**config.mk**
```make
export PLATFORM = sky130hd
export DESIGN_NAME = wam_mole_gen
export DESIGN_NICKNAME = d
export VERILOG_FILES = /design/src/rtl/wam_mole_gen.sv
export SDC_FILE = /design/constraint.sdc
export NUM_CORES = 1
export LEC_CHECK = 0
export CORE_MARGIN = 2
export CORE_UTILIZATION = 45
export DETAILED_ROUTE_END_ITERATION = 10
export GPL_ROUTABILITY_DRIVEN = 1
export SETUP_SLACK_MARGIN = 0.05
export SKIP_LAST_GASP = 1
export SLEW_MARGIN = 20
export SYNTH_ARGS = -nofsm -noshare
export SYNTH_HDL_FRONTEND = slang
export SYNTH_SLANG_ARGS = --single-unit
```
**constraint.sdc**
```tcl
create_clock -name clk -period 2.7 [get_ports clk]
set_input_delay 0.54 -clock clk [delete_from_list [all_inputs] [get_ports clk]]
set_output_delay 0.54 -clock clk [all_outputs]
set_load 0.05 [all_outputs]
```
**src/rtl/wam_mole_gen.sv**
```systemverilog
// Whack-a-mole target generator and hit judge: pops one mole at a time in a
// pseudo-random hole, times its life and judges button presses against it.
module wam_mole_gen #(
  parameter int          N_HOLES   = 8,
  parameter int          UP_CYC    = 50000000,
  parameter int          GAP_CYC   = 25000000,
  parameter logic [15:0] LFSR_SEED = 16'hACE1
) (
  input  logic               clk,
  input  logic               clr,
  input  logic               en,
  input  logic [N_HOLES-1:0] btn,
  output logic [N_HOLES-1:0] mole,
  output logic [N_HOLES-1:0] hit,
  output logic               miss,
  output logic [1:0]         state_dbg
);

  localparam int IW = $clog2(N_HOLES);
  localparam int CW = $clog2(UP_CYC > GAP_CYC ? UP_CYC : GAP_CYC);
  localparam logic [CW-1:0] UP_LD  = CW'(UP_CYC - 1);
  localparam logic [CW-1:0] GAP_LD = CW'(GAP_CYC - 1);

  typedef enum logic [1:0] {
    IDLE  = 2'd0,
    SPAWN = 2'd1,
    UP    = 2'd2,
    GAP   = 2'd3
  } state_t;

  state_t             state;
  logic [15:0]        lfsr;
  logic [N_HOLES-1:0] btn_q;
  logic [N_HOLES-1:0] rise;
  logic [IW-1:0]      last;
  logic [IW-1:0]      pick;
  logic [CW-1:0]      cnt;

  assign state_dbg = state;
  assign rise      = btn & ~btn_q;

  // Never pop the same hole twice in a row: bump a repeat to the next hole.
  always_comb begin
    pick = lfsr[IW-1:0];
    if (pick == last) pick = pick + IW'(1);
  end

  // Galois LFSR, x^16+x^14+x^13+x^11; frozen while the game is stopped.
  always_ff @(posedge clk or negedge clr) begin
    if (!clr) begin
      lfsr  <= LFSR_SEED;
      btn_q <= '0;
    end else begin
      btn_q <= btn;
      if (en) lfsr <= {1'b0, lfsr[15:1]} ^ (lfsr[0] ? 16'hB400 : 16'h0000);
    end
  end

  always_ff @(posedge clk or negedge clr) begin
    if (!clr) begin
      state <= IDLE;
      mole  <= '0;
      hit   <= '0;
      miss  <= 1'b0;
      last  <= '0;
      cnt   <= '0;
    end else begin
      hit  <= '0;
      miss <= 1'b0;
      if (!en) begin
        state <= IDLE;
        mole  <= '0;
        cnt   <= '0;
      end else begin
        case (state)
          IDLE: state <= SPAWN;
          SPAWN: begin
            last  <= pick;
            mole  <= {{(N_HOLES-1){1'b0}}, 1'b1} << pick;
            cnt   <= UP_LD;
            state <= UP;
          end
          UP: begin
            // A whack in the final cycle still wins over the timeout.
            if (rise[last]) begin
              hit   <= mole;
              mole  <= '0;
              cnt   <= GAP_LD;
              state <= GAP;
            end else if (cnt == '0) begin
              miss  <= 1'b1;
              mole  <= '0;
              cnt   <= GAP_LD;
              state <= GAP;
            end else begin
              cnt <= cnt - CW'(1);
            end
          end
          GAP: begin
            if (cnt == '0) state <= SPAWN;
            else           cnt   <= cnt - CW'(1);
          end
          default: state <= IDLE;
        endcase
      end
    end
  end

endmodule

```
Yosys cells after proc, flatten, opt, wreduce, memory -nomap -nowiden
Cells that the tools add are included.

$add $sub $neg: 2. Magnitude comparators: 1. Equal/unequal tests: 9. Shift operators: 1. Mux-type cells: 25. Bitwise logic cells: 3. Reduce and logical (&&, ||, !) cells: 6.

Operators with widths (count): $mux 26 (4); $pmux 26 s3 (1); $mux 8 (6); $logic_not 26->1 (1); $sub 26x1->26 const B (1); $mux 16 (1); $pmux 8 s2 (1); $xor 15x16->16 (1); $and 8x8->8 (1); $mux 2 (4); $not 8->8 (1); $pmux 2 s4 (1); $reduce_and 2->1 (4); $shl 1x3->8 const A (1); $ne 3x3->1 const B (2); $mux 1 (5); $eq 2x2->1 const B (2); $lt 3x4->1 const B (1); $ne 4x1->1 const B (1); $ne 4x4->1 const B (1); $add 3x1->3 const B (1); $bmux 1 s3 (1); $eq 3x3->1 (1); $mux 3 (1); other kinds (3) (3).

Register bits after elaboration: 72. Output and inout bits: 19. Word-level logic and storage cells: 55.

Logic depth before layout (Yosys ltp)
Gate-level depths: netlist of run 1.

Depth in word-level cells: 7. Mapped depth: 10. Gate-level depth less buffers: 8.

Worst setup path before layout of run 1
OpenSTA, ideal clock, no wires.

Kind: register to register. Start: register state[1], in the netlist state_dbg[1]. End: register cnt[19]. Arrival time: 2.340 ns. Path slack: 0.237 ns. Cell stages (with the launch flop): 8. Clock period less this slack: 2.463 ns. Cell sequence: dfrtp_1 -> ha_1 -> clkbuf_1 -> nor2_1 -> a211oi_1 -> clkbuf_1 -> a21oi_1 -> o221a_2.

Longest elaborated chain between the ends: 3. Elaborated cells on any way between the ends: 8. Classes of those cells: 5 x eq/ne; 2 x mux; 1 x reduce/logical.

RTL lines: start, declared (RTL line 31) `state_t state;`; start signal, assigned (RTL line 61) `state <= IDLE;`; start signal, assigned (RTL line 71) `state <= IDLE;`; start signal, assigned (RTL line 76) `IDLE: state <= SPAWN;`; $eq 2x2->1 or $eq 2x1->1 (tied branches) (RTL line 75) `case (state)`; $pmux 26 s3, or another cell as far along (RTL line 75); $mux 26 or $reduce_and 2->1 (tied branches); end signal, assigned (RTL line 96) `cnt <= cnt - CW'(1);`; end signal, assigned (RTL line 101) `else cnt <= cnt - CW'(1);`; end, declared (RTL line 37) `logic [CW-1:0] cnt;`.

Several ways; a longest one is shown, not always the timed one. A chain may end at the register's enable or synchronous reset.

Worst setup path in the final report of run 1
Start: register cnt[19]. End: register cnt[23].

Longest elaborated chain between the ends: 5. Elaborated cells on any way between the ends: 9. Classes of those cells: 1 x add/sub; 1 x eq/ne; 5 x mux; 2 x reduce/logical.

RTL lines: $sub 26x1->26 or $logic_not 26->1 (tied branches); $mux 26 (RTL line 90) `end else if (cnt == '0) begin`; $mux 26 (RTL line 85) `if (rise[last]) begin`; $pmux 26 s3 (RTL line 75); $mux 26 (RTL line 70) `if (!en) begin`.

Several ways; a longest one is shown, not always the timed one. The select of a mux whose other input is x is not followed.

==> summary.md, run 1 <==
| Metric | Value |
|---|---|
| Share of cells above drive strength 1 | `around 22%` |
| Synth top area share | `between 40% and 50%` |
| Outcome | `finished clean` |
| CTS root buf | `clkbuf_8` |
| Crit path cell chain | `or4_4 -> nor4_2 -> a41oi_1 -> a31oi_1 -> a21boi_0 -> o21ai_0` |
| Worst skew pair latency | `around 0.36 ns` |
| Ports | `30` |
| Reg area | `1810 um^2` |
| Hold-fix buffers, CTS | `0` |
| Synthesized area per cell | `roughly 10 um^2` |
| Fin crit period | `about 2.5 ns` |
| Switching Fraction | `44.2%` |
| Dpl cell area | `between 4000 and 5000 um^2` |
| CP max stage cell | `or4_4` |
| Tcrit/Tclk final | `between 90 and 100%` |
| CP Class | `register to register` |
| Mapped cell area | `3700 um^2` |
| Distinct cells, synth | `57` |
| Register area share after synthesis | `between 40% and 50%` |
| Fillers | `roughly 770` |
| Synth area leaders | `dfrtp_1 (43%), dfstp_2 (5.7%), mux2_2 (4.0%), a21oi_1 (3.4%), nor2_1 (2.6%)` |
| Final design instance area without fill | `4440 um^2` |
| Area occupied by multi-input gates | `~1800 um^2` |
| Antenna violations before repair | `0` |
| Flops & latches, synth | `slightly above 70` |
| Starting DRT DRC Count | `between 150 and 200` |
| Worst Clk Skew | `about 0.0075 ns` |
| RePlAce Congestion | `between 0.8 and 0.9` |
| H-tree Lvls | `3` |
| Post-synth top area cell | `dfrtp_1` |
| First-pass DRT Iterations | `5` |
| Asr flop ratio synth | `100%` |
| Global-route wire length before repair | `14800 um` |
| Max Cap Viol | `0` |
| Synth Flop Type | `dfrtp_1` |
| Syn Nets | `roughly 380` |
| Fmax achieved | `402 MHz` |
| Hold Path Class | `input port to async pin` |
| Top-count cell post-synth | `dfrtp_1` |
| Die Footprint | `8970 um^2` |
| Total Routing Usage GR | `a little over a fifth` |
| Slew at the pin closest to its max-slew limit | `around 0.7 ns` |
| Psw | `between 0.002 and 0.0025 W` |
| Leak pwr | `1.86 nW` |
| Final Hold Viols | `0` |
| Clk network pwr share | `~15%` |
| Floorplan die width | `94.7 um` |
| Clock Pin Slew Worst Setup and Hold Paths | `0.08 ns` |
| Routed wire length | `roughly 8700 um` |
| Number of flops mapped to enable cells by yosys | `0` |
| Cell-internal power | `0.00294 W` |
| Cells after Synth | `around 370` |
| Die outline height | `around 95 um` |
| Final ANT Viol Nets | `0` |
| Final Setup Violations | `0` |
| Vias in the first global route | `around 2900` |
| Post-CTS setup buffer count | `0` |
| Row count | `33` |
| Max Fanout on Critical Path | `6` |
| CTS tree | `done` |
| CP arrival | `2.72 ns` |
| Fin. max-slew vios | `0` |
| Number of CTS-inserted buffers | `9` |
| Hpwl dp | `6060 um` |
| Largest vdd supply drop | `between 500 and 600 uV` |
| GRT Residual Overflow | `0` |
| Relative slew slack | `between 50% and 60%` |
| Vias/cell | `about 5.8` |
| PD cells | `1190 nW/um^2` |
| Initial Util | `a little under half` |
| Clk buf depth | `2` |
| Reg power frac | `about a third` |
| Commonest cells post-synth | `dfrtp_1 (64), nor2_1 (26), a21oi_1 (25)` |
| YS warnings | `0` |
| CP max stage delay | `about 0.56 ns` |
| Setup TNS | `0 ns` |
| RSZ-0062 raised after global routing | `false` |
| Largest net degree at the start of global routing | `46` |
| I/O Buffers | `29` |
| Final core utilization | `between 50% and 60%` |
| Combinational share of power | `about half` |
| Final routed DRC violation total | `0` |
| # nets final | `between 400 and 500` |
| Core area | `approximately 8000 um^2` |
| Syn-to-layout area delta | `19.9%` |
| Vias | `~3000` |
| Routed len/inst | `16.7 um` |
| Crit. End Element | `register` |
| N_diodes | `0` |
| Req. time, crit path | `2.94 ns` |
| CP startpoint kind | `register` |
| Clock sinks | `slightly above 70` |
worst max-delay path, delay by kind of cell (launching register included):
kind             cells  cell delay [ns]
AO/OA/AOI/OAI        4             1.04
flip-flops           1             0.42
AND/OR/NAND/NOR      2             0.91
logic make-up after synthesis:
kind of cell | after synthesis | synth area share, %
muxes | 17 | 5.71
AOI/OAI and AO/OA | 91 | 17.1
buffers and inverters | 29 | 3.58
xor gates and xnor gates | 7 | 1.66
DFF | 72 | 48.9
and+or+nand+nor | 144 | 21.4
adders and majority gates | 5 | 1.69
per-stage QoR:
stage               worst slack, ns  hold WS, ns  total power, W  instances
CTS                           0.106        0.234         0.00526        523
floorplan                     0.237        0.244         0.00355        365
global route                 0.0511        0.265         0.00566        523
global placement             -0.320        0.480         0.00444        507
finish                        0.215        0.219         0.00527        523
detailed placement           -0.466        0.485         0.00447        507
area by class of cell:
cell class	count	share of cell area, %
timing repair buffer	57	11.6
clock inverter	6	1.01
clock buffer	10	2.88
multi-input combinational	264	39.9
inverter	9	0.761
sequential	72	40.8
tap	105	2.96
final timing paths:
check	depth (start not counted)	startpoint	to	slack [ns]
setup / recovery	6	cnt[19]$_DFFE_PN0P_	cnt[23]$_DFFE_PN0P_	0.22
hold / removal	1	clr	hit[1]$_DFF_PN0_	0.22
setup reg to reg	6	cnt[19]$_DFFE_PN0P_	cnt[23]$_DFFE_PN0P_	0.22
hold reg to reg	2	lfsr[10]$_DFFE_PN1P_	lfsr[10]$_DFFE_PN1P_	0.50
max in group asynchronous	2	clr	lfsr[0]$_DFFE_PN1P_	1.75
min in group clk	2	lfsr[10]$_DFFE_PN1P_	lfsr[10]$_DFFE_PN1P_	0.50
sequential cells by signal, indices dropped and copies added, names as in the netlist:
name and flops:
btn_q 8, cnt 26, hit 8, last 3
lfsr 16, miss 1, mole 8, state_dbg 2
routing by layer:
metal / share of wire, % / track usage (%) / wire, um
met4: 1.9 / 9.18 / 169
met5: 0 / 0 / 0
met1: 48 / 32.2 / 4230
met2: 45 / 30.6 / 3900
met3: 5.0 / 4.79 / 438
power by group through the flow:
stage	sequential (W)	combinational [W]	clock (W)
detailed placement	0.00179	0.00268	0
floorplan	0.00192	0.00164	0
finish	0.00178	0.00271	0.000775
CTS	0.00178	0.00269	0.000792
global placement	0.00179	0.00265	0
global route	0.00184	0.00299	0.000841
cells in the final DEF (no fill, tap or decap), drive strengths merged, types with 13 or more instances in the layout:
cell / netlist / final
a21oi: 25 / 25
buf: 3 / 30
clkdlybuf4s50: 0 / 27
dfrtp: 64 / 64
mux2: 13 / 13
nand2: 22 / 22
nand3: 20 / 20
nor2: 26 / 26
nor3: 14 / 14
o21ai: 13 / 13
what timing repair did:
action                     in CTS  in global routing
cloned                          0                  0
gates resized for setup         1                  2
setup endpoints to repair       8                  4
Note: power is estimated with default switching activity, not from simulation.
==> inputs of run 2 (changes only) <==
ABC_AREA = 1   (was default)
==> summary.md, run 2 <==
| Metric | Value |
|---|---|
| CP max stage delay | `0.38 ns (-0.18 ns)` |
| YS warnings | `0 (unchanged)` |
| Cell-internal power | `0.00252 W (-14%)` |
| Dpl cell area | `4210 um^2 (-1.0%)` |
| Max Cap Viol | `0 (unchanged)` |
| Setup TNS | `0 ns (unchanged)` |
| N_diodes | `0 (unchanged)` |
| # nets final | `525 (+22%)` |
| Fin. max-slew vios | `0 (unchanged)` |
| Combinational share of power | `42.3% (-9.2 points)` |
| Hold Path Class | `input port to async pin` |
| Req. time, crit path | `2.95 ns (about the same)` |
| Area occupied by multi-input gates | `1760 um^2 (-0.49%)` |
| First-pass DRT Iterations | `4 (-1)` |
| Most frequent cells in the layout | `nand2_1 (147), dfrtp_1 (64), nor2_1 (54), inv_1 (41), nand3_1 (31)` |
| Crit path cell chain | `inv_1 -> ha_1 -> nand2_2 -> nor2_4 -> nand2_1 -> nor2_2 -> nand3_1 -> nand2_2 -> inv_2 -> nand2_1 -> xor2_1 -> nor2_1` |
| Wire length on met3 | `249 um (-43%)` |
| Cells after Synth | `476 (+30%)` |
| Final Hold Viols | `0 (unchanged)` |
| Initial Util | `46.6% (+0.89 points)` |
| I/O Buffers | `29 (unchanged)` |
| Largest regs | `cnt: 26 flops, lfsr: 16 flops` |
| Mapped cell area | `3830 um^2 (+3.5%)` |
| Number of CTS-inserted buffers | `9 (unchanged)` |
| Register-to-Register Setup Slack | `0.48 ns (+0.26 ns)` |
| CP arrival | `2.47 ns (-0.25 ns)` |
| Worst hold margin | `0.120 ns (-0.0989 ns)` |
| Syn-to-layout area delta | `15.2%` |
| Commonest non-fill, non-tap cell in the layout | `nand2_1` |
| Reg power frac | `37.4% (+3.6 points)` |
| Die Footprint | `9270 um^2 (+3.4%)` |
| Asr flop ratio synth | `100% (unchanged)` |
| Worst path bufs/invs | `2 (+2)` |
| Leak pwr | `2.04 nW (+9.7%)` |
| Global-route wire length before repair | `14600 um (-1.8%)` |
| Reg2reg start | `cnt[0]$_DFFE_PN0P_` |
| Top-count cell post-synth | `nand2_1` |
| GRT Residual Overflow | `0 (unchanged)` |
| Row count | `33 (unchanged)` |
| Vias/cell | `4.90 (-16%)` |
| Reg2Reg Depth | `12 (+6)` |
| Final core utilization | `53.8% (-1.1 points)` |
| Final Setup Violations | `0 (unchanged)` |
| Starting DRT DRC Count | `172 (-12%)` |
| Max layer used | `met4` |
| Fillers | `807 (+5.2%)` |
| Largest vdd supply drop | `550 uV (-0.28%)` |
| Fmax achieved | `450 MHz (+12%)` |
| Crit. Startpoint | `cnt[0]$_DFFE_PN0P_` |
| CP startpoint kind | `register` |
| Hold-fix buffers, CTS | `0 (unchanged)` |
| CTS tree | `done` |
| Crit. End Element | `register` |
| Crit path depth | `12 (+6)` |
| Share of cells above drive strength 1 | `13.4% (-8.1 points)` |
| Vias in the first global route | `3051 (+4.7%)` |
| CTS root buf | `clkbuf_8` |
| Worst skew pair latency | `0.36 ns (about the same)` |
| Clk network pwr share | `20.3% (+5.6 points)` |
| Clock sinks | `72 (unchanged)` |
| Synth area leaders | `dfrtp_1 (42%), nand2_1 (14%), dfstp_2 (5.5%), nor2_1 (5.3%), nand3_1 (4.0%)` |
| Register area share after synthesis | `47.3% (-1.7 points)` |
| Distinct cells, synth | `33 (-42%)` |
| Clk buf depth | `2 (unchanged)` |
| Hpwl dp | `5990 um (-1.1%)` |
| Worst Clk Skew | `0.0107 ns (+0.00313 ns)` |
| Synth top area share | `41.8% (-1.5 points)` |
| Vias | `3035 (-0.33%)` |
| Final design instance area without fill | `4420 um^2 (-0.48%)` |
| Synthesized area per cell | `8.05 um^2 (-21%)` |
| Routed wire length | `8420 um (-3.7%)` |
| Fin crit period | `2.22 ns (-0.263 ns)` |
| Reg area | `1810 um^2 (unchanged)` |
| Delay-heaviest family, CP | `simple AND/OR/NAND/NOR gates` |
| Max Fanout on Critical Path | `10 (+4)` |
| Die outline height | `96.3 um (+1.7%)` |
| Flops & latches, synth | `72 (unchanged)` |
| Wl on met1 | `4340 um (+2.6%)` |
| Met2 WL | `3660 um (-6.0%)` |
| PD cells | `1030 nW/um^2 (-13%)` |
| Switching Fraction | `44.8% (+0.55 points)` |
| Post-CTS Resized | `0 (-1)` |
| Syn Nets | `492 (+29%)` |
| RePlAce Congestion | `0.861 (+0.61%)` |
| Max reg flops | `26 (unchanged)` |
| H-tree Lvls | `3 (unchanged)` |
| Tcrit/Tclk final | `82.3% (-9.8 points)` |
| Antenna violations before repair | `0 (unchanged)` |
| CP endpoint | `cnt[9]$_DFFE_PN0P_` |
| Routed len/inst | `13.6 um (-19%)` |
| Floorplan die width | `96.3 um (+1.7%)` |
| Worst R2R End | `cnt[9]$_DFFE_PN0P_` |
| Commonest cells post-synth | `nand2_1 (147), dfrtp_1 (64), nor2_1 (54)` |
| Final routed DRC violation total | `0 (unchanged)` |
| Core area | `8220 um^2 (+1.5%)` |
| CP max stage cell | `dfrtp_1` |
| Slew at the pin closest to its max-slew limit | `0.531 ns (-0.162 ns)` |
| Outcome | `finished clean` |
| Synth Flop Type | `dfrtp_1` |
| Ports | `30 (unchanged)` |
| Post-CTS setup buffer count | `0 (unchanged)` |
| Psw | `0.00204 W (-12%)` |
| Post-synth top area cell | `dfrtp_1` |
| Clock Pin Slew Worst Setup and Hold Paths | `0.09 ns (about the same)` |
| CP Class | `register to register` |
| Number of flops mapped to enable cells by yosys | `0 (unchanged)` |
| RSZ-0062 raised after global routing | `false` |
| Largest Register | `cnt` |
| Relative slew slack | `64.5% (+11 points)` |
| Total Routing Usage GR | `21.0% (-0.76 points)` |
| Largest net degree at the start of global routing | `29 (-37%)` |
| Final ANT Viol Nets | `0 (unchanged)` |
run 2: cell families after synthesis:
family / after synthesis / synth area share, %
xor+xnor: 26 / 5.94
fa+ha+maj: 5 / 1.63
simple gates: 269 / 30.7
flops: 72 / 47.3
compound gates: 47 / 7.80
buf+inv: 57 / 6.69
run 2: through the flow:
stage               std cells  total power (W)  worst slack, ns
floorplan                 476          0.00318            0.762
global placement          603          0.00361            0.392
detailed placement        603          0.00364            0.357
CTS                       619          0.00458            0.479
global route              619          0.00495            0.273
finish                    619          0.00456            0.479
run 2: final cells by class:
| cell class | count | share of cell area (%) |
|---|---|---|
| inverters | 43 | 3.65 |
| flip-flops and latches | 72 | 41.0 |
| repair buffers | 36 | 7.65 |
| well taps | 105 | 2.97 |
| multi-input cells | 347 | 39.9 |
| clock buffers | 10 | 3.12 |
| clock inverters | 6 | 1.64 |
run 2: power groups by stage:
| stage | sequential (W) | combinational (W) | clock (W) |
|---|---|---|---|
| 2_1_floorplan | 0.00176 | 0.00142 | 0 |
| 3_3_place_gp | 0.00172 | 0.00189 | 0 |
| 3_5_place_dp | 0.00171 | 0.00193 | 0 |
| 4_1_cts | 0.00170 | 0.00194 | 0.000941 |
| 5_1_grt | 0.00175 | 0.00220 | 0.000998 |
| 6_report | 0.00170 | 0.00193 | 0.000928 |
run 2: metal layers:
| metal | track usage (%) | vias up |
|---|---|---|
| met3 | 4.15 | 14 |
| met5 | 0 | - |
| li1 | - | 1554 |
| met4 | 9.76 | 0 |
| met2 | 29.6 | 45 |
| met1 | 30.7 | 1422 |
run 2: how the worst min path moves through the flow:
| stage | startpoint | endpoint | slack [ns] | depth (start not counted) |
|---|---|---|---|---|
| after global routing | clr | hit[2]$_DFF_PN0_ | 0.15 | 1 |
| after global placement | lfsr[5]$_DFFE_PN1P_ | lfsr[5]$_DFFE_PN1P_ | 0.45 | 2 |
| after floorplan | clr | btn_q[0]$_DFF_PN0_ | 0.24 | 0 |
| after detailed placement | lfsr[5]$_DFFE_PN1P_ | lfsr[5]$_DFFE_PN1P_ | 0.46 | 2 |
| final | clr | hit[2]$_DFF_PN0_ | 0.12 | 1 |
| after CTS | clr | hit[2]$_DFF_PN0_ | 0.14 | 1 |
run 2: worst reg2reg max path: cells and delay by family, from the launching register on:
| family | cells | cell delay [ns] |
|---|---|---|
| fa+ha+maj | 1 | 0.25 |
| xor+xnor | 1 | 0.16 |
| simple gates | 8 | 1.02 |
| buf+inv | 2 | 0.29 |
| flops | 1 | 0.38 |
==> inputs of run 3 (changes only) <==
clock period = 2.12 ns   (was 2.7 ns; I/O delays follow)
==> summary.md, run 3 (synthesis results as in run 2) <==
| Metric | Value |
|---|---|
| Total Routing Usage GR | `20.3% (-0.67 points)` |
| Routed wire length | `8430 um (+0.17%)` |
| Die Footprint | `9270 um^2 (unchanged)` |
| CP max stage delay | `0.83 ns (+0.45 ns)` |
| Fillers | `757 (-6.2%)` |
| Delay-heaviest family, CP | `buffers and inverters` |
| Tcrit/Tclk final | `between 90% and 100%` |
| Crit. End Element | `primary output` |
| Routed len/inst | `13.0 um (-4.2%)` |
| Vias in the first global route | `2948 (-3.4%)` |
| Row count | `33 (unchanged)` |
| Crit path cell chain | `clkdlybuf4s50_1` |
| Fin. max-slew vios | `0 (unchanged)` |
| Initial Util | `46.6% (unchanged)` |
| PD cells | `1290 nW/um^2 (+25%)` |
| Clk buf depth | `2 (unchanged)` |
| Die outline height | `96.3 um (unchanged)` |
| CP startpoint kind | `register` |
| Hold Path Class | `input port to async pin` |
| Final ANT Viol Nets | `0 (unchanged)` |
| Worst hold margin | `0.0402 ns (-0.0802 ns)` |
| Floorplan die width | `96.3 um (unchanged)` |
| Hold-fix buffers, CTS | `0 (unchanged)` |
| Final routed DRC violation total | `0 (unchanged)` |
| I/O Buffers | `29 (unchanged)` |
| Req. time, crit path | `1.70 ns (-1.25 ns)` |
| Number of CTS-inserted buffers | `9 (unchanged)` |
| Share of cells above drive strength 1 | `19.6% (+6.1 points)` |
| Starting DRT DRC Count | `149 (-13%)` |
| Largest net degree at the start of global routing | `30 (+3.4%)` |
| Non-filler instance count after layout | `647 (+4.5%)` |
| Worst skew pair latency | `0.36 ns (about the same)` |
| Dpl cell area | `4430 um^2 (+5.4%)` |
| Final Setup Violations | `0 (unchanged)` |
| Leak pwr | `2.24 nW (+9.8%)` |
| Vias/cell | `4.85 (-1.1%)` |
| CP Class | `register to primary output` |
| Setup TNS | `0 ns (unchanged)` |
| Largest vdd supply drop | `543 uV (-1.3%)` |
| Global-route wire length before repair | `14300 um (-2.1%)` |
| Outcome | `finished clean` |
| CP max stage cell | `clkdlybuf4s50_1` |
| Final design instance area without fill | `4750 um^2 (+7.5%)` |
| Largest Register | `cnt` |
| Max Fanout on Critical Path | `3 (-7)` |
| Antenna violations before repair | `0 (unchanged)` |
| Core area | `8220 um^2 (unchanged)` |
| Vias | `3138 (+3.4%)` |
| Worst Clk Skew | `0.0197 ns (+0.00904 ns)` |
| Reg area | `1810 um^2 (unchanged)` |
| RSZ-0062 raised after global routing | `true` |
| Largest regs | `cnt: 26 flops, lfsr: 16 flops` |
| # placed instances | `628 (+4.1%)` |
| Max reg flops | `26 (unchanged)` |
| Most frequent cells in the layout | `nand2_1 (146), dfrtp_1 (64), nor2_1 (51), inv_1 (39), nand3_1 (30)` |
| N_diodes | `0 (unchanged)` |
| Fmax achieved | `502 MHz` |
| RePlAce Congestion | `0.844 (-2.0%)` |
| H-tree Lvls | `3 (unchanged)` |
| Final Hold Viols | `0 (unchanged)` |
| CTS tree | `done` |
| Max Cap Viol | `0 (unchanged)` |
| CTS root buf | `clkbuf_8` |
| CP arrival | `1.57 ns (-0.90 ns)` |
| Clock Pin Slew Worst Setup and Hold Paths | `0.09 ns (about the same)` |
| Final core utilization | `57.8% (+4.0 points)` |
| GRT Residual Overflow | `0 (unchanged)` |
| Fin crit period | `around 2 ns` |
| Ports | `30 (unchanged)` |
| Clock sinks | `72 (unchanged)` |
| Slew at the pin closest to its max-slew limit | `0.553 ns (+0.0227 ns)` |
| Syn-to-layout area delta | `23.9%` |
| Relative slew slack | `63.1% (-1.4 points)` |
| Commonest non-fill, non-tap cell in the layout | `nand2_1` |
| # nets final | `553 (+5.3%)` |
| Area occupied by multi-input gates | `1820 um^2 (+3.3%)` |
| Hpwl dp | `6000 um (+0.13%)` |
| First-pass DRT Iterations | `5 (+1)` |
| Worst path bufs/invs | `1 (-1)` |
[run 3: what timing repair did]
action / 4_1_cts / 5_1_grt
endpoints found under the setup margin: 18 / 22
pin swaps: 0 / 4
setup buffers: 0 / 2
resized for setup: 3 / 19
cloned: 0 / 1
[run 3: worst paths after layout]
check	start	to	slack, ns	cells past startpoint
min in group clk	lfsr[6]$_DFFE_PN1P_	lfsr[5]$_DFFE_PN1P_	0.47	2
worst max-delay path	mole[3]$_DFFE_PN0P_	mole[3]	0.13	1
worst min-delay path	clr	hit[2]$_DFF_PN0_	0.04	1
max in group asynchronous	clr	lfsr[7]$_DFFE_PN1P_	1.43	2
worst min register to register	lfsr[6]$_DFFE_PN1P_	lfsr[5]$_DFFE_PN1P_	0.47	2
worst max register to register	cnt[1]$_DFFE_PN0P_	cnt[23]$_DFFE_PN0P_	0.16	13
[run 3: area by class of cell]
cell class / instances / share of cell area [%]
Tap cell: 105 / 2.77
Clock buffer: 10 / 2.69
Sequential cell: 72 / 38.2
Timing Repair Buffer: 64 / 13.1
Inverter: 43 / 3.40
Multi-Input combinational cell: 347 / 38.4
Clock inverter: 6 / 1.45
[run 3: where the power goes]
part	internal, W	total (W)	switching, W
clock	0.000550	0.00110	0.000550
combinational	0.00115	0.00292	0.00177
sequential	0.00177	0.00212	0.000350
total	0.00347	0.00614	0.00267
[run 3: through the flow]
step	worst slack, ns	power, W
floorplan	0.182	0.00404
CTS	0.0518	0.00603
global placement	-0.0808	0.00486
finish	0.127	0.00614
detailed placement	-0.133	0.00488
global route	0.0338	0.00664
[run 3: layer usage]
layer / vias to the layer above / wire (um) / part of all wire (%) / track usage (%)
met5: - / 0 / 0 / 0
met4: 0 / 110 / 1.3 / 7.86
met3: 9 / 266 / 3.2 / 2.90
met2: 44 / 3740 / 44 / 30.0
met1: 1473 / 4310 / 51 / 29.9
li1: 1612 / - / - / -
==> RTL change: new RTL, settings of run 1 <==
Change the parameter `UP_CYC` from 50000000 to 100000000.
--- a/src/rtl/wam_mole_gen.sv
+++ b/src/rtl/wam_mole_gen.sv
@@ -4,3 +4,3 @@
   parameter int          N_HOLES   = 8,
-  parameter int          UP_CYC    = 50000000,
+  parameter int          UP_CYC    = 100000000,
   parameter int          GAP_CYC   = 25000000,
Check against the original RTL: no difference found for any inputs over 10 cycles, from zero or initial values; that may be too few to reach the edited logic, so the function may still have changed.
==> RTL change against run 1 <==
Final area up 3.2%. Critical endpoint is now cnt[15]. Clock skew up 1.8 ps. Total power down 0.46%. Sequential cell count up 1. Global-route usage about the same. Maximum frequency down 3.4%. Sequential share of layout area down 0.72 points. Critical path type is now in2reg. Wire length up 1.7%. Synthesized area up 0.71%. Worst setup slack worse by 87 ps. Highest routed layer unchanged.
==> RTL change: results (changes against run 1) <==
[placed_design]
dp_cells = 526  ; +3.7%
hpwl_um = 6470  ; +6.8%
dp_slack_ps = -136  ; +330 ps
place_area_mm2 = 0.00433  ; +1.9%
gp_congestion = 0.858  ; +0.25%

[sta]
hold_slack_ps = 128  ; -91.8 ps
fin_worst_skew_ps = 9.29  ; +1.77 ps
fin_crit_sh_pct = 95.2  ; +3.2 points
slew-limit-headroom_pct = 60.8  ; +7.1 points

[global_routing]
grt_pass1_vias = 3028  ; +3.9%
grt_start_max_net_pins = 29  ; -37%
antenna_found_initial = 0  ; unchanged
grt_use_met1_pct = 30.5  ; -1.6 points
met2_usage_pct = 33.8  ; +3.3 points
track_usage_pct = 21.7  ; about the same
met3_usage_pct = 3.79  ; -0.99 points
grt_pass1_wl_um = 15000  ; +1.3%

[setup_path]
crit_fanout = 7  ; +1
slowest_delay_ps = 480  ; -80 ps
cp-startpoint = btn[3]
critPathTopFamily = buffers and inverters
rr_startpoint = cnt[0]
cpMaxStageDelayCell = mux4_2
r2r_end = mole[4]
cp.arrival_ps = 2840  ; +120 ps
regToRegSetupSlack_ps = 130  ; -90 ps
rr_worst_depth = 7  ; +1
crit_end = cnt[15]

[routing]
firstDrtPassIters = 4  ; -1
dr_wl_met3_um = 382  ; -13%
wirelength_um = 8890  ; +1.7%
wl_met2_um = 4150  ; +6.6%
wl_met1_um = 4130  ; -2.6%
drt-initial-drc-count = 197  ; +1.0%
via_per_inst = 5.66  ; -2.8%

[yosys]
postSynthCellCount = 373  ; +2.2%
syn_nets = 390  ; +2.4%
synthTopCellsByArea = dfrtp_1, dfstp_2, mux2_2, nand2_1, nor2_1
yosysWarnings = 0  ; unchanged
synth_common_cells = dfrtp_1, nand2_1, nor2_1
yosysSeqAreaShare_pct = 49.3  ; +0.33 points

[power]
intPower_mw = 3.00  ; +2.2%
ir_worst_vdd_v = 0.000573  ; +3.9%
pg_comb_mw = 2.62  ; -3%
p_leak_nw = 1.93  ; +3.3%
p_sw_mw = 2.24  ; -3.8%
pwr-share-clk_pct = 16.1  ; +1.4 points

[layout]
nets = 450  ; +4.9%
drive_gt1_share_pct = 21.5  ; -0.070 points
top_regs = cnt (27), lfsr (16)
fillers = 696  ; -9.3%
finalNonFillerCells = 543  ; +3.8%

[clock_tree]
cts_buffer_depth = 2  ; unchanged
htree_num_levels = 3  ; unchanged
path_clk_slew_ps = 80  ; about the same
clock_latency_ps = 340  ; -20 ps
cts_buffers = 9  ; unchanged
hold_buffers = 0  ; unchanged

[status]
status = complete, no violations

[min_path]
min_path_type = in2async

-- RTL change: cell types whose count changed after synthesis, sizes merged, moves of 8 or more --
| cell | change |
|---|---|
| nor2 | +11 |
| nand3 | -10 |
| nand2 | +14 |
| and3 | -8 |
-- RTL change: layout make-up --
type                    count  area, µm²  share of cell area [%]
inverters                  12       45.0                   0.983
well taps                 105        131                    2.87
multi-input cells         274       1840                    40.1
repair buffers             63        541                    11.8
clock buffers              11        131                    2.87
flip-flops and latches     73       1840                    40.1
clock inverters             5       58.8                    1.28
-- RTL change: logic make-up after synthesis --
logic type,synth area share [%]
xor gates and xnor gates,2.35
muxes,5.94
buffers and inverters,2.85
DFF,49.3
and+or+nand+nor,22.3
adders and majority gates,2.01
AOI/OAI and AO/OA,15.3
-- RTL change: repair_timing --
item	in CTS	in global routing
buffers inserted	0	1
resized for setup	3	8
setup endpoints to repair	15	31
pin swaps	0	1
